### src/rtl/revo_word_scheduler_if.sv
// Request/word bus between the revo trigger conditioning logic and revo_word_scheduler.
// master drives the trigger-side requests; slave is the scheduler that produces the serdes word.
interface revo_word_scheduler_if #(
  parameter int WIDTH = 8
);
  logic             pll_locked;
  logic             revo_request;
  logic             cal_enable;
  logic             cal_force;
  logic [WIDTH-1:0] word_out;
  logic             cal_active;
  logic             revo_sent;
  logic             revo_dropped;
  logic             cal_aborted;
  logic [15:0]      revo_count;
  logic [15:0]      drop_count;

  modport master (
    output pll_locked, revo_request, cal_enable, cal_force,
    input  word_out, cal_active, revo_sent, revo_dropped, cal_aborted,
           revo_count, drop_count
  );

  modport slave (
    input  pll_locked, revo_request, cal_enable, cal_force,
    output word_out, cal_active, revo_sent, revo_dropped, cal_aborted,
           revo_count, drop_count
  );
endinterface

### src/rtl/revo_word_scheduler.sv
// Word-rate scheduler choosing revo marker, calibration burst or idle word for the serdes.
// Define REVO_WORD_SCHEDULER_COUNTERS_EN to build the saturating revo/drop counters.
module revo_word_scheduler #(
  parameter int               WIDTH        = 8,
  parameter logic [WIDTH-1:0] IDLE_WORD    = 8'b11110000,
  parameter logic [WIDTH-1:0] REVO_WORD    = 8'b11110100,
  parameter logic [WIDTH-1:0] CAL_WORD_A   = 8'b11001100,
  parameter logic [WIDTH-1:0] CAL_WORD_B   = 8'b00110011,
  parameter int               CAL_INTERVAL = 1024,
  parameter int               CAL_LENGTH   = 16,
  parameter int               HOLDOFF      = 8
) (
  input logic                  clock,
  input logic                  reset_n,
  revo_word_scheduler_if.slave bus
);

  localparam logic [2:0] ST_WAIT_LOCK = 3'd0;
  localparam logic [2:0] ST_IDLE      = 3'd1;
  localparam logic [2:0] ST_REVO      = 3'd2;
  localparam logic [2:0] ST_HOLDOFF   = 3'd3;
  localparam logic [2:0] ST_CAL       = 3'd4;

  localparam int IW = $clog2(CAL_INTERVAL);
  localparam int BW = (CAL_LENGTH > 1) ? $clog2(CAL_LENGTH) : 1;
  localparam int HW = $clog2(HOLDOFF + 1);

  logic [2:0]       state_q, state_d;
  logic [WIDTH-1:0] word_q, word_d;
  logic             cal_active_q, cal_active_d;
  logic             revo_sent_q, revo_sent_d;
  logic             dropped_q, dropped_d;
  logic             aborted_q, aborted_d;
  logic             pending_q, pending_d;
  logic [IW-1:0]    interval_q, interval_d;
  logic [BW-1:0]    burst_q, burst_d;
  logic [HW-1:0]    hold_q, hold_d;
  logic             wrap;
  logic             set_pending;

  // Outputs are computed for the state being entered so that they appear registered
  // in the same cycle as that state; losing lock overrides every other decision.
  always_comb begin
    state_d      = state_q;
    word_d       = IDLE_WORD;
    cal_active_d = 1'b0;
    revo_sent_d  = 1'b0;
    dropped_d    = 1'b0;
    aborted_d    = 1'b0;
    pending_d    = pending_q;
    interval_d   = interval_q;
    burst_d      = burst_q;
    hold_d       = hold_q;
    wrap         = (interval_q == IW'(CAL_INTERVAL - 1));
    set_pending  = 1'b0;

    if (!bus.pll_locked || state_q == ST_WAIT_LOCK) begin
      dropped_d  = bus.revo_request;
      interval_d = '0;
      pending_d  = 1'b0;
      burst_d    = '0;
      hold_d     = '0;
      state_d    = bus.pll_locked ? ST_IDLE : ST_WAIT_LOCK;
    end else begin
      interval_d  = wrap ? '0 : interval_q + IW'(1);
      set_pending = (wrap && bus.cal_enable) || bus.cal_force;
      case (state_q)
        ST_IDLE: begin
          if (bus.revo_request) begin
            state_d = ST_REVO;
          end else if (pending_q) begin
            state_d   = ST_CAL;
            burst_d   = '0;
            pending_d = 1'b0;
          end
        end
        ST_REVO: begin
          dropped_d = bus.revo_request;
          state_d   = ST_HOLDOFF;
          hold_d    = HW'(HOLDOFF);
        end
        ST_HOLDOFF: begin
          dropped_d = bus.revo_request;
          if (hold_q == HW'(1)) begin
            state_d = ST_IDLE;
            hold_d  = '0;
          end else begin
            hold_d = hold_q - HW'(1);
          end
        end
        ST_CAL: begin
          if (bus.revo_request) begin
            state_d   = ST_REVO;
            aborted_d = 1'b1;
            burst_d   = '0;
          end else if (burst_q == BW'(CAL_LENGTH - 1)) begin
            state_d = ST_IDLE;
            burst_d = '0;
          end else begin
            burst_d = burst_q + BW'(1);
          end
        end
        default: state_d = ST_WAIT_LOCK;
      endcase
      if (set_pending) pending_d = 1'b1;
    end

    if (state_d == ST_REVO) begin
      word_d      = REVO_WORD;
      revo_sent_d = 1'b1;
    end else if (state_d == ST_CAL) begin
      word_d       = burst_d[0] ? CAL_WORD_B : CAL_WORD_A;
      cal_active_d = 1'b1;
    end
  end

  always_ff @(posedge clock or negedge reset_n) begin
    if (!reset_n) begin
      state_q      <= ST_WAIT_LOCK;
      word_q       <= IDLE_WORD;
      cal_active_q <= 1'b0;
      revo_sent_q  <= 1'b0;
      dropped_q    <= 1'b0;
      aborted_q    <= 1'b0;
      pending_q    <= 1'b0;
      interval_q   <= '0;
      burst_q      <= '0;
      hold_q       <= '0;
    end else begin
      state_q      <= state_d;
      word_q       <= word_d;
      cal_active_q <= cal_active_d;
      revo_sent_q  <= revo_sent_d;
      dropped_q    <= dropped_d;
      aborted_q    <= aborted_d;
      pending_q    <= pending_d;
      interval_q   <= interval_d;
      burst_q      <= burst_d;
      hold_q       <= hold_d;
    end
  end

`ifdef REVO_WORD_SCHEDULER_COUNTERS_EN
  logic [15:0] revo_cnt_q, drop_cnt_q;

  always_ff @(posedge clock or negedge reset_n) begin
    if (!reset_n) begin
      revo_cnt_q <= 16'd0;
      drop_cnt_q <= 16'd0;
    end else begin
      if (revo_sent_d && revo_cnt_q != 16'hFFFF) revo_cnt_q <= revo_cnt_q + 16'd1;
      if (dropped_d && drop_cnt_q != 16'hFFFF) drop_cnt_q <= drop_cnt_q + 16'd1;
    end
  end

  assign bus.revo_count = revo_cnt_q;
  assign bus.drop_count = drop_cnt_q;
`else
  assign bus.revo_count = 16'd0;
  assign bus.drop_count = 16'd0;
`endif

  assign bus.word_out     = word_q;
  assign bus.cal_active   = cal_active_q;
  assign bus.revo_sent    = revo_sent_q;
  assign bus.revo_dropped = dropped_q;
  assign bus.cal_aborted  = aborted_q;

endmodule

### src/flat_wrapper.sv
// flat-port wrapper written by rule: the top's interface ports become plain ports
module revo_word_scheduler_flat 
#(
  parameter int               WIDTH        = 8,
  parameter logic [WIDTH-1:0] IDLE_WORD    = 8'b11110000,
  parameter logic [WIDTH-1:0] REVO_WORD    = 8'b11110100,
  parameter logic [WIDTH-1:0] CAL_WORD_A   = 8'b11001100,
  parameter logic [WIDTH-1:0] CAL_WORD_B   = 8'b00110011,
  parameter int               CAL_INTERVAL = 1024,
  parameter int               CAL_LENGTH   = 16,
  parameter int               HOLDOFF      = 8
)
  (clock, reset_n, bus_pll_locked, bus_revo_request, bus_cal_enable, bus_cal_force, bus_word_out, bus_cal_active, bus_revo_sent, bus_revo_dropped, bus_cal_aborted, bus_revo_count, bus_drop_count);
  revo_word_scheduler_if #(.WIDTH(WIDTH)) bus_i ();
  input logic clock;
  input logic reset_n;
  input wire logic [$bits(bus_i.pll_locked)-1:0] bus_pll_locked;
  input wire logic [$bits(bus_i.revo_request)-1:0] bus_revo_request;
  input wire logic [$bits(bus_i.cal_enable)-1:0] bus_cal_enable;
  input wire logic [$bits(bus_i.cal_force)-1:0] bus_cal_force;
  output wire logic [$bits(bus_i.word_out)-1:0] bus_word_out;
  output wire logic [$bits(bus_i.cal_active)-1:0] bus_cal_active;
  output wire logic [$bits(bus_i.revo_sent)-1:0] bus_revo_sent;
  output wire logic [$bits(bus_i.revo_dropped)-1:0] bus_revo_dropped;
  output wire logic [$bits(bus_i.cal_aborted)-1:0] bus_cal_aborted;
  output wire logic [$bits(bus_i.revo_count)-1:0] bus_revo_count;
  output wire logic [$bits(bus_i.drop_count)-1:0] bus_drop_count;
  assign bus_i.pll_locked = bus_pll_locked;
  assign bus_i.revo_request = bus_revo_request;
  assign bus_i.cal_enable = bus_cal_enable;
  assign bus_i.cal_force = bus_cal_force;
  assign bus_word_out = bus_i.word_out;
  assign bus_cal_active = bus_i.cal_active;
  assign bus_revo_sent = bus_i.revo_sent;
  assign bus_revo_dropped = bus_i.revo_dropped;
  assign bus_cal_aborted = bus_i.cal_aborted;
  assign bus_revo_count = bus_i.revo_count;
  assign bus_drop_count = bus_i.drop_count;
  revo_word_scheduler #(.WIDTH(WIDTH), .IDLE_WORD(IDLE_WORD), .REVO_WORD(REVO_WORD), .CAL_WORD_A(CAL_WORD_A), .CAL_WORD_B(CAL_WORD_B), .CAL_INTERVAL(CAL_INTERVAL), .CAL_LENGTH(CAL_LENGTH), .HOLDOFF(HOLDOFF)) u_core (.clock(clock), .reset_n(reset_n), .bus(bus_i));
endmodule
### config.mk
export PLATFORM = sky130hd
export DESIGN_NAME = revo_word_scheduler_flat
export DESIGN_NICKNAME = d
export VERILOG_FILES = /design/src/rtl/revo_word_scheduler_if.sv /design/src/rtl/revo_word_scheduler.sv /design/src/flat_wrapper.sv
export SDC_FILE = /design/constraint.sdc
export NUM_CORES = 1
export LEC_CHECK = 0
export CORE_UTILIZATION = 40
export DETAILED_ROUTE_END_ITERATION = 10
export GPL_TIMING_DRIVEN = 0
export HOLD_SLACK_MARGIN = 0.12
export PLACE_DENSITY = 0.69
export SYNTH_ARGS = -nofsm -noshare
export SYNTH_HDL_FRONTEND = slang
export SYNTH_SLANG_ARGS = --single-unit
### constraint.sdc
create_clock -name clock -period 1.5 [get_ports clock]
set_input_delay 0.375 -clock clock [delete_from_list [all_inputs] [get_ports clock]]
set_output_delay 0.375 -clock clock [all_outputs]
set_load 0.005 [all_outputs]
* After elaboration in Yosys (flattened, before gate mapping)
Cells that the tools add are included.
** Operators by class
- Order comparisons :: 0
- Reduce and logical (&&, ||, !) cells :: 11
- Multiply operators :: 0
- Bitwise logic cells :: 0
- Shift operators :: 0
- Add/subtract/negate cells :: 3
- Div/mod/pow operators :: 0
- Multiplexer cells :: 34
- Equal/unequal tests :: 12
** Operator list (number)
- $mux W4 :: 7
- $mux W8 :: 3
- $mux W10 :: 2
- $mux W3 :: 6
- $pmux W4 S2 :: 2
- $mux W1 :: 13
- $pmux W3 S4 :: 1
- $add A10 B1 Y10 const B :: 1
- $eq A10 B10 Y1 const B :: 1
- $eq A3 B2 Y1 const B :: 3
- $reduce_bool A3 Y1 :: 3
- $eq A3 B3 Y1 const B :: 2
- $ne A3 B1 Y1 const B :: 2
- $add A4 B1 Y4 const B :: 1
- $eq A4 B1 Y1 const B :: 1
- $eq A4 B4 Y1 const B :: 1
- $sub A4 B1 Y4 const B :: 1
- $eq A3 B1 Y1 const B :: 1
- $logic_not A3 Y1 :: 1
- $ne A3 B2 Y1 const B :: 1
- $reduce_and A3 Y1 :: 1
- $logic_or A1 B1 Y1 :: 2
- $reduce_and A2 Y1 :: 1
- $reduce_or A2 Y1 :: 1
- other kinds (2) :: 2
** Word-level totals
- Bits in writable memories :: 0
- Word-level logic and storage cells :: 71
- Bits in latches :: 0
- ROM bits :: 0
- Flip-flop bits (word level) :: 34
- Memories :: 0

* Depth between registers and ports, before layout
- Word-level depth :: 8
- Depth in mapped cells :: 5
- Mapped depth without buffers :: 5

* Least setup slack after synthesis
Ideal clock, no wire load.
- Kind :: register to register
- From :: register u_core.burst_q[0]
- To :: register u_core.word_q[2], in the netlist u_core.bus.word_out[2]
- Clock period less this slack :: 1.294 ns
- Cell stages (with the launch flop) :: 6
- Data arrival time :: 1.217 ns
- Library setup time :: 0.076 ns
- Path slack :: 0.206 ns
- Required time :: 1.424 ns
- Cell sequence :: dfrtp_1 ha_1 a31oi_1 nand4_1 o21a_1 o21ai_1
** On the way
- Longest elaborated chain between the ends :: 8
- Elaborated cells on any way between the ends :: 17
** Ends and longest elaborated chain
- start: declaration :: RTL line revo_word_scheduler.sv:36 : logic [BW-1:0] burst_q, burst_d;
- start signal: assignment :: RTL line revo_word_scheduler.sv:138 : burst_q <= burst_d;
- $add A4 B1 Y4 / $eq A4 B4 Y1 (equally long branches) :: RTL line revo_word_scheduler.sv:100, revo_word_scheduler.sv:96
- $mux W4 / $mux W3 (equally long branches) :: RTL line revo_word_scheduler.sv:96 : end else if (burst_q == BW'(CAL_LENGTH - 1)) begin
- $mux W4 / $mux W3 (equally long branches) :: RTL line revo_word_scheduler.sv:92 : if (bus.revo_request) begin
- $pmux W4 S2 / $pmux W3 S4 (equally long branches) :: RTL line revo_word_scheduler.sv:67 : case (state_q)
- $mux W4 / $mux W3 (equally long branches) :: RTL line revo_word_scheduler.sv:57 : if (!bus.pll_locked || state_q == ST_WAIT_LOCK) begin
- $mux W8 / $eq A3 B3 Y1 (equally long branches) :: RTL line revo_word_scheduler.sv:112, revo_word_scheduler.sv:111
- $mux W8 :: RTL line revo_word_scheduler.sv:111 : end else if (state_d == ST_CAL) begin
- $mux W8 * :: RTL line revo_word_scheduler.sv:108 : if (state_d == ST_REVO) begin
- net u_core.word_d[2] :: RTL line revo_word_scheduler.sv:29 : logic [WIDTH-1:0] word_q, word_d;
- end signal: assignment :: RTL line revo_word_scheduler.sv:131 : word_q <= word_d;
- end: declaration :: RTL line revo_word_scheduler.sv:29
Mark *: on every way through the listed nets, which the timed path passes. The rest lies on a longest branch. The select of a mux whose other input is x is not followed.
A chain may end at the register's enable or synchronous reset.

* Final worst setup path
- From :: register u_core.aborted_q, in the netlist u_core.bus.cal_aborted
- To :: output bus_cal_aborted
** RTL lines
- start: declaration :: RTL line revo_word_scheduler.sv:33 : logic aborted_q, aborted_d;
- start signal: assignment :: RTL line revo_word_scheduler.sv:135 : aborted_q <= aborted_d;
- end: declaration :: RTL line flat_wrapper.sv:25 : output wire logic [$bits(bus_i.cal_aborted)-1:0] bus_cal_aborted;
No word-level cell between the ends.

==> qor.yml <==
status: "complete, no violations"
vias: 1261
io_pins: 50
finalPower_w: 0.00187
yosysTopAreaCell: "dfrtp_1"
netlist_area_um2: 1730
slew_violations: 0
synthCells: 177
via_per_inst: 4.42
drt_iter0_markers: 51
grt_start_max_net_pins: 32
vdd.ir_drop.worst_uv: 492
cts.sinks: 31
ys_ff_latch: 31
syn_avg_cell_area_um2: 9.78
n_antenna_cell: 0
start_util: 0.424
routed_wirelength_um: 2920
fin_crit_sh: 0.973
period_needed_ps: 1460
maxCapViolCount: 0
coreArea_um2: 4090
drtAntennaViolNets: 0
mostFrequentLayoutCells: "buf_4, conb_1, dfrtp_1, nor2_1, inv_1"
synth.mux.area_fraction: 0
met1_usage: 0.189
gp_congestion: 0.790
io_buffers: 17
path_buf_inv: 1
fp-row-count: 23
synth_compound_area_frac: 0.145
crit_fanout: 1
grt_pass1_wl_um: 4660
synth_top_family_by_area: "buffers and inverters"
crit_path_start_kind: "register"
htree_num_levels: 2
cts_tree: "built"
dp.cells: 275
rsz0062_at_grt: "false"
max_freq_mhz: 685
dieWidth_um: 67.8
synth_cell_types: 43
worst_path_max_delay_cell: "clkdlybuf4s50_1"
final_nets: 244
fin_util: 0.539
top_usage_layer: "met2"
met2_usage: 0.202
die_h_um: 67.8
finClkSkew_ps: 11.2
wl_per_cell_um: 10.2
arrival_ps: 1080
cts_buffer_depth: 2
p_leak_nw: 1.17
clock_latency_ps: 290
end_kind: "primary output"
path_clk_slew_ps: 70
antenna_found_initial: 0
area_growth_syn_to_layout_pct: 27.3
yosysWarnings: 0
crit_type: "reg2out"
synthXorXnorAreaFrac: 0.0354
die_area_um2: 4600
worstPathRequired_ps: 1120
cts-root-buf: "clkbuf_8"
yosys-top-cells-area: "dfrtp_1, buf_4, nor2_1"
cpLargestDelayFamily: "buffers and inverters"
tightest_slew_ps: 665
critical_path.cell_chain: "clkdlybuf4s50_1"
drive_gt1_frac: 0.264
hp-class: "in2async"
finalNonFillerCells: 285
met3_usage: 0.0541
drtPass1Iterations: 4
drc: 0
synthAdderAreaFrac: 0.0289
hpwl_um: 2100
synth-simple-area-share: 0.147
n_fill_cell: 383
ys_seq_area_frac: 0.449
reg2reg_slack_ps: 80
slowest_delay_ps: 490
maxSlewHeadroom: 0.557
grt_overflow: 0
setup_tns_ps: 0
hold_viol_final: 0
cts-buffers-inserted: 5
grt_pass1_vias: 1026
final_common_cell: "buf_4"
track_usage: 0.143
setup_violations: 0
power.density_nw_per_um2: 848
synth_top_area_frac: 0.419
[synthesized netlist by cell type]
cell	n
a211oi_1	1
a21o_1	2
a21o_2	1
a21oi_1	11
a221o_1	1
a22o_1	1
a22oi_1	1
a31oi_1	1
and2_1	1
and2b_4	1
and3_1	2
and4_1	1
buf_2	1
buf_4	37
conb_1	1
dfrtp_1	29
dfstp_2	2
ha_1	4
inv_1	13
nand2_1	5
nand2b_1	2
nand3_1	7
nand3_2	1
nand3b_1	1
nand4_1	2
nand4b_1	1
nor2_1	16
nor2b_1	2
nor3_1	1
nor3b_1	2
o211a_1	1
o21a_1	3
o21ai_0	4
o21ai_1	1
o22ai_1	1
o2bb2ai_1	1
o31ai_1	3
o31ai_4	1
o32ai_2	1
or3_1	2
or4_1	1
xnor2_1	5
xor2_1	2
[registers in the layout, indices dropped and copies added (netlist names)]
register                 cells
u_core.interval_q           10
u_core.bus.word_out          5
u_core.burst_q               4
u_core.hold_q                4
u_core.state_q               3
u_core.bus.cal_aborted       1
u_core.bus.cal_active        1
u_core.bus.revo_dropped      1
u_core.bus.revo_sent         1
u_core.pending_q             1
[layer usage]
layer | vias up | share of wire
met5 | - | 0
met4 | 0 | 0.013
met3 | 5 | 0.071
met2 | 40 | 0.45
met1 | 575 | 0.47
li1 | 641 | -
[timing repair]
action / in CTS / in global routing
pin swaps: 0 / 4
hold buffers: 0 / 0
buffers inserted: 0 / 2
setup endpoints to repair: 15 / 17
gates resized for setup: 11 / 11
[stage by stage]
stage	hold slack [ps]	area, µm²	setup slack (ps)
6_report	119	2200	40.4
3_5_place_dp	460	2080	-418
3_3_place_gp	475	2080	-532
2_1_floorplan	79.4	1850	206
5_1_grt	180	2200	0.541
4_1_cts	150	2160	5.36
[cell type report]
type                       count  area, µm²  area share
inverter                      13       48.8      0.0221
multi-input combinational    126        762       0.346
timing repair buffer          19        179      0.0812
clock buffer                   7       86.3      0.0392
tap                           50       62.6      0.0284
sequential                    31        778       0.353
clock inverter                 1       5.00     0.00227
buffer                        38        283       0.128
[path summary, 6_finish.rpt]
kind | from | to | cells past startpoint
min in group clock | u_core.interval_q[0]$_DFF_PN0_ | u_core.interval_q[0]$_DFF_PN0_ | 1
worst min register to register | u_core.interval_q[0]$_DFF_PN0_ | u_core.interval_q[0]$_DFF_PN0_ | 1
max in group asynchronous | reset_n | u_core.bus.word_out[1]$_DFF_PN0_ | 1
worst max register to register | u_core.state_q[2]$_DFF_PN0_ | u_core.interval_q[7]$_DFF_PN0_ | 4
worst max-delay path | u_core.bus.cal_aborted$_DFF_PN0_ | bus_cal_aborted | 1
worst min-delay path | reset_n | u_core.pending_q$_DFFE_PN0P_ | 1
[logic make-up after synthesis]
logic type,after synthesis
other,1
buffers and inverters,51
DFF,31
adders and majority gates,4
AOI/OAI and AO/OA,35
and+or+nand+nor,48
xor gates and xnor gates,7
[report_power, final]
group,switching (W),total [W],internal [W]
clock,0.000293,0.000662,0.000369
sequential,0.0000249,0.000895,0.000870
combinational,0.000164,0.000313,0.000149
total,0.000482,0.00187,0.00139
Power figures use the tool's default switching activity.
==> RTL edit: new RTL, same settings <==
`CAL_INTERVAL` is set to 1024 in 2 places; all go to 256.
--- a/src/rtl/revo_word_scheduler.sv
+++ b/src/rtl/revo_word_scheduler.sv
@@ -7,5 +7,5 @@
   parameter logic [WIDTH-1:0] CAL_WORD_A   = 8'b11001100,
   parameter logic [WIDTH-1:0] CAL_WORD_B   = 8'b00110011,
-  parameter int               CAL_INTERVAL = 1024,
+  parameter int               CAL_INTERVAL = 256,
   parameter int               CAL_LENGTH   = 16,
   parameter int               HOLDOFF      = 8
--- a/src/flat_wrapper.sv
+++ b/src/flat_wrapper.sv
@@ -7,5 +7,5 @@
   parameter logic [WIDTH-1:0] CAL_WORD_A   = 8'b11001100,
   parameter logic [WIDTH-1:0] CAL_WORD_B   = 8'b00110011,
-  parameter int               CAL_INTERVAL = 1024,
+  parameter int               CAL_INTERVAL = 256,
   parameter int               CAL_LENGTH   = 16,
   parameter int               HOLDOFF      = 8
Formal check against the unedited RTL: same outputs for any inputs over 10 cycles, from zero or initial values and one cycle with reset_n low; that may be too few to reach the edited logic, so the function may still have changed.
==> RTL edit against the unedited design <==
  * Critical path depth is 3 higher
  * Wire length up 3.2%
  * Sequential power shrank 9.6%
  * Sequential cell count down 2
  * Count of clock-buffer cells in the layout unchanged
  * Total power decreased by 6.1%
  * Setup slack lost 0.038 ns
  * Clock skew down 0.0042 ns
  * Cell area up 1.7%
  * Register-to-register slack worse by 0.08 ns
  * Area after synthesis decreased by 1.7%
  * Largest power group unchanged
==> RTL edit: results (changes against the unedited design) <==
** Timing
- Final worst hold slack :: 0.106 ns (-0.0122 ns)
- The worst slew slack as a fraction of its limit is 57.9% (+2.3 points).
- The highest attainable clock frequency came to 668 MHz (-2.5%).
- Setup clock skew after layout :: 0.00703 ns (-0.00419 ns)

** Logic synthesis
- By area the synthesized netlist is led by sky130_fd_sc_hd__dfrtp_1 40%, sky130_fd_sc_hd__buf_4 16%, sky130_fd_sc_hd__dfstp_2 3.1%, sky130_fd_sc_hd__nor2_1 3.1%, sky130_fd_sc_hd__xor2_1 3.1%.
- The number of distinct library cells after synthesis was 40 (-7.0%).
- The synthesized-area fraction occupied by adder cells is 2.94% (+0.049 points).
- The gate count of the mapped netlist came to 167 (-5.6%).
- Xor/xnor share of the synthesized area :: 4.11% (+0.57 points)
- Compound-cell area share of the yosys netlist :: 12.2% (-2.3 points)

** Die
- Die Width :: 67.2 um (-0.81%)

** Setup path
- Largest delay share family, worst path :: simple AND/OR/NAND/NOR gates
- The endpoint identified for the worst register-to-register timing path is u_core.bus.word_out[5].
- The arrival time at the worst endpoint was 1.71 ns (+0.63 ns).
- The critical path starts at u_core.state_q[0].
- The setup path with the least slack is of type reg2reg.
- Slowest library cell on the worst path :: sky130_fd_sc_hd__dfrtp_2
- Startpoint of the worst register-to-register path :: u_core.state_q[0]

** Placement
- The count of placed standard cells including taps was 264 (-4.0%).
- IO buf count :: 16 (-1)
- HPWL after DPL :: 2090 um (-0.56%)
- Pre-CTS setup slack :: -0.565 ns (-0.147 ns)

** Finish
- The portion of the layout cell area used by clock cells is 4.52% (+0.38 points).
- Max reg flops :: 8 (-2)
- The area of combinational cells with multiple inputs came to 833 um^2 (+9.4%).
- The count of nets after finishing came to 235 (-3.7%).
- Signal buffers :: 59 (+3.5%)

** Global routing
- The maximum number of pins on one net before global-route repair came to 30 (-6.3%).
- Global-route wire length before repair :: 4730 um (+1.5%)
- The number of global-route vias before repair was 1000 (-2.5%).
- GRT met1 Usage :: 18.5% (-0.43 points)
- GR Layer Usage met3 :: 5.57% (+0.17 points)

** Pwr
- Leakage power total :: 1.19 nW (+1.1%)

** Status
- Result of the run :: completed

** Routing
- The total number of vias came to 1232 (-2.3%).
- Detailed route wirelength on metal3 :: 189 um (-9.1%)
RTL edit: cell count changes after synthesis, sizes merged, moves of 3 or more:
| cell | change |
|---|---|
| a21o | -3 |
| a21oi | -5 |
| inv | -7 |
| o21a | -3 |
| xnor2 | -3 |
| xor2 | +4 |
RTL edit: where the power goes:
group | leakage [nW] | total, mW | internal, mW | switching [mW]
Sequential | 0.388 | 0.809 | 0.797 | 0.0127
Combinational | 0.745 | 0.227 | 0.116 | 0.111
Clock | 0.0542 | 0.720 | 0.414 | 0.306
RTL edit: worst register-to-register path, stage by stage (launching register included):
cell	delay, ns
sky130_fd_sc_hd__dfrtp_2	0.45
sky130_fd_sc_hd__nor4b_4	0.41
sky130_fd_sc_hd__a22o_4	0.21
sky130_fd_sc_hd__nand4_4	0.12
sky130_fd_sc_hd__or2_1	0.24
RTL edit: timing repair:
item / 4_1_cts / 5_1_grt
gates resized for setup: 19 / 16
setup buffers: 2 / 2
endpoints found under the setup margin: 51 / 17
pin swaps: 3 / 6
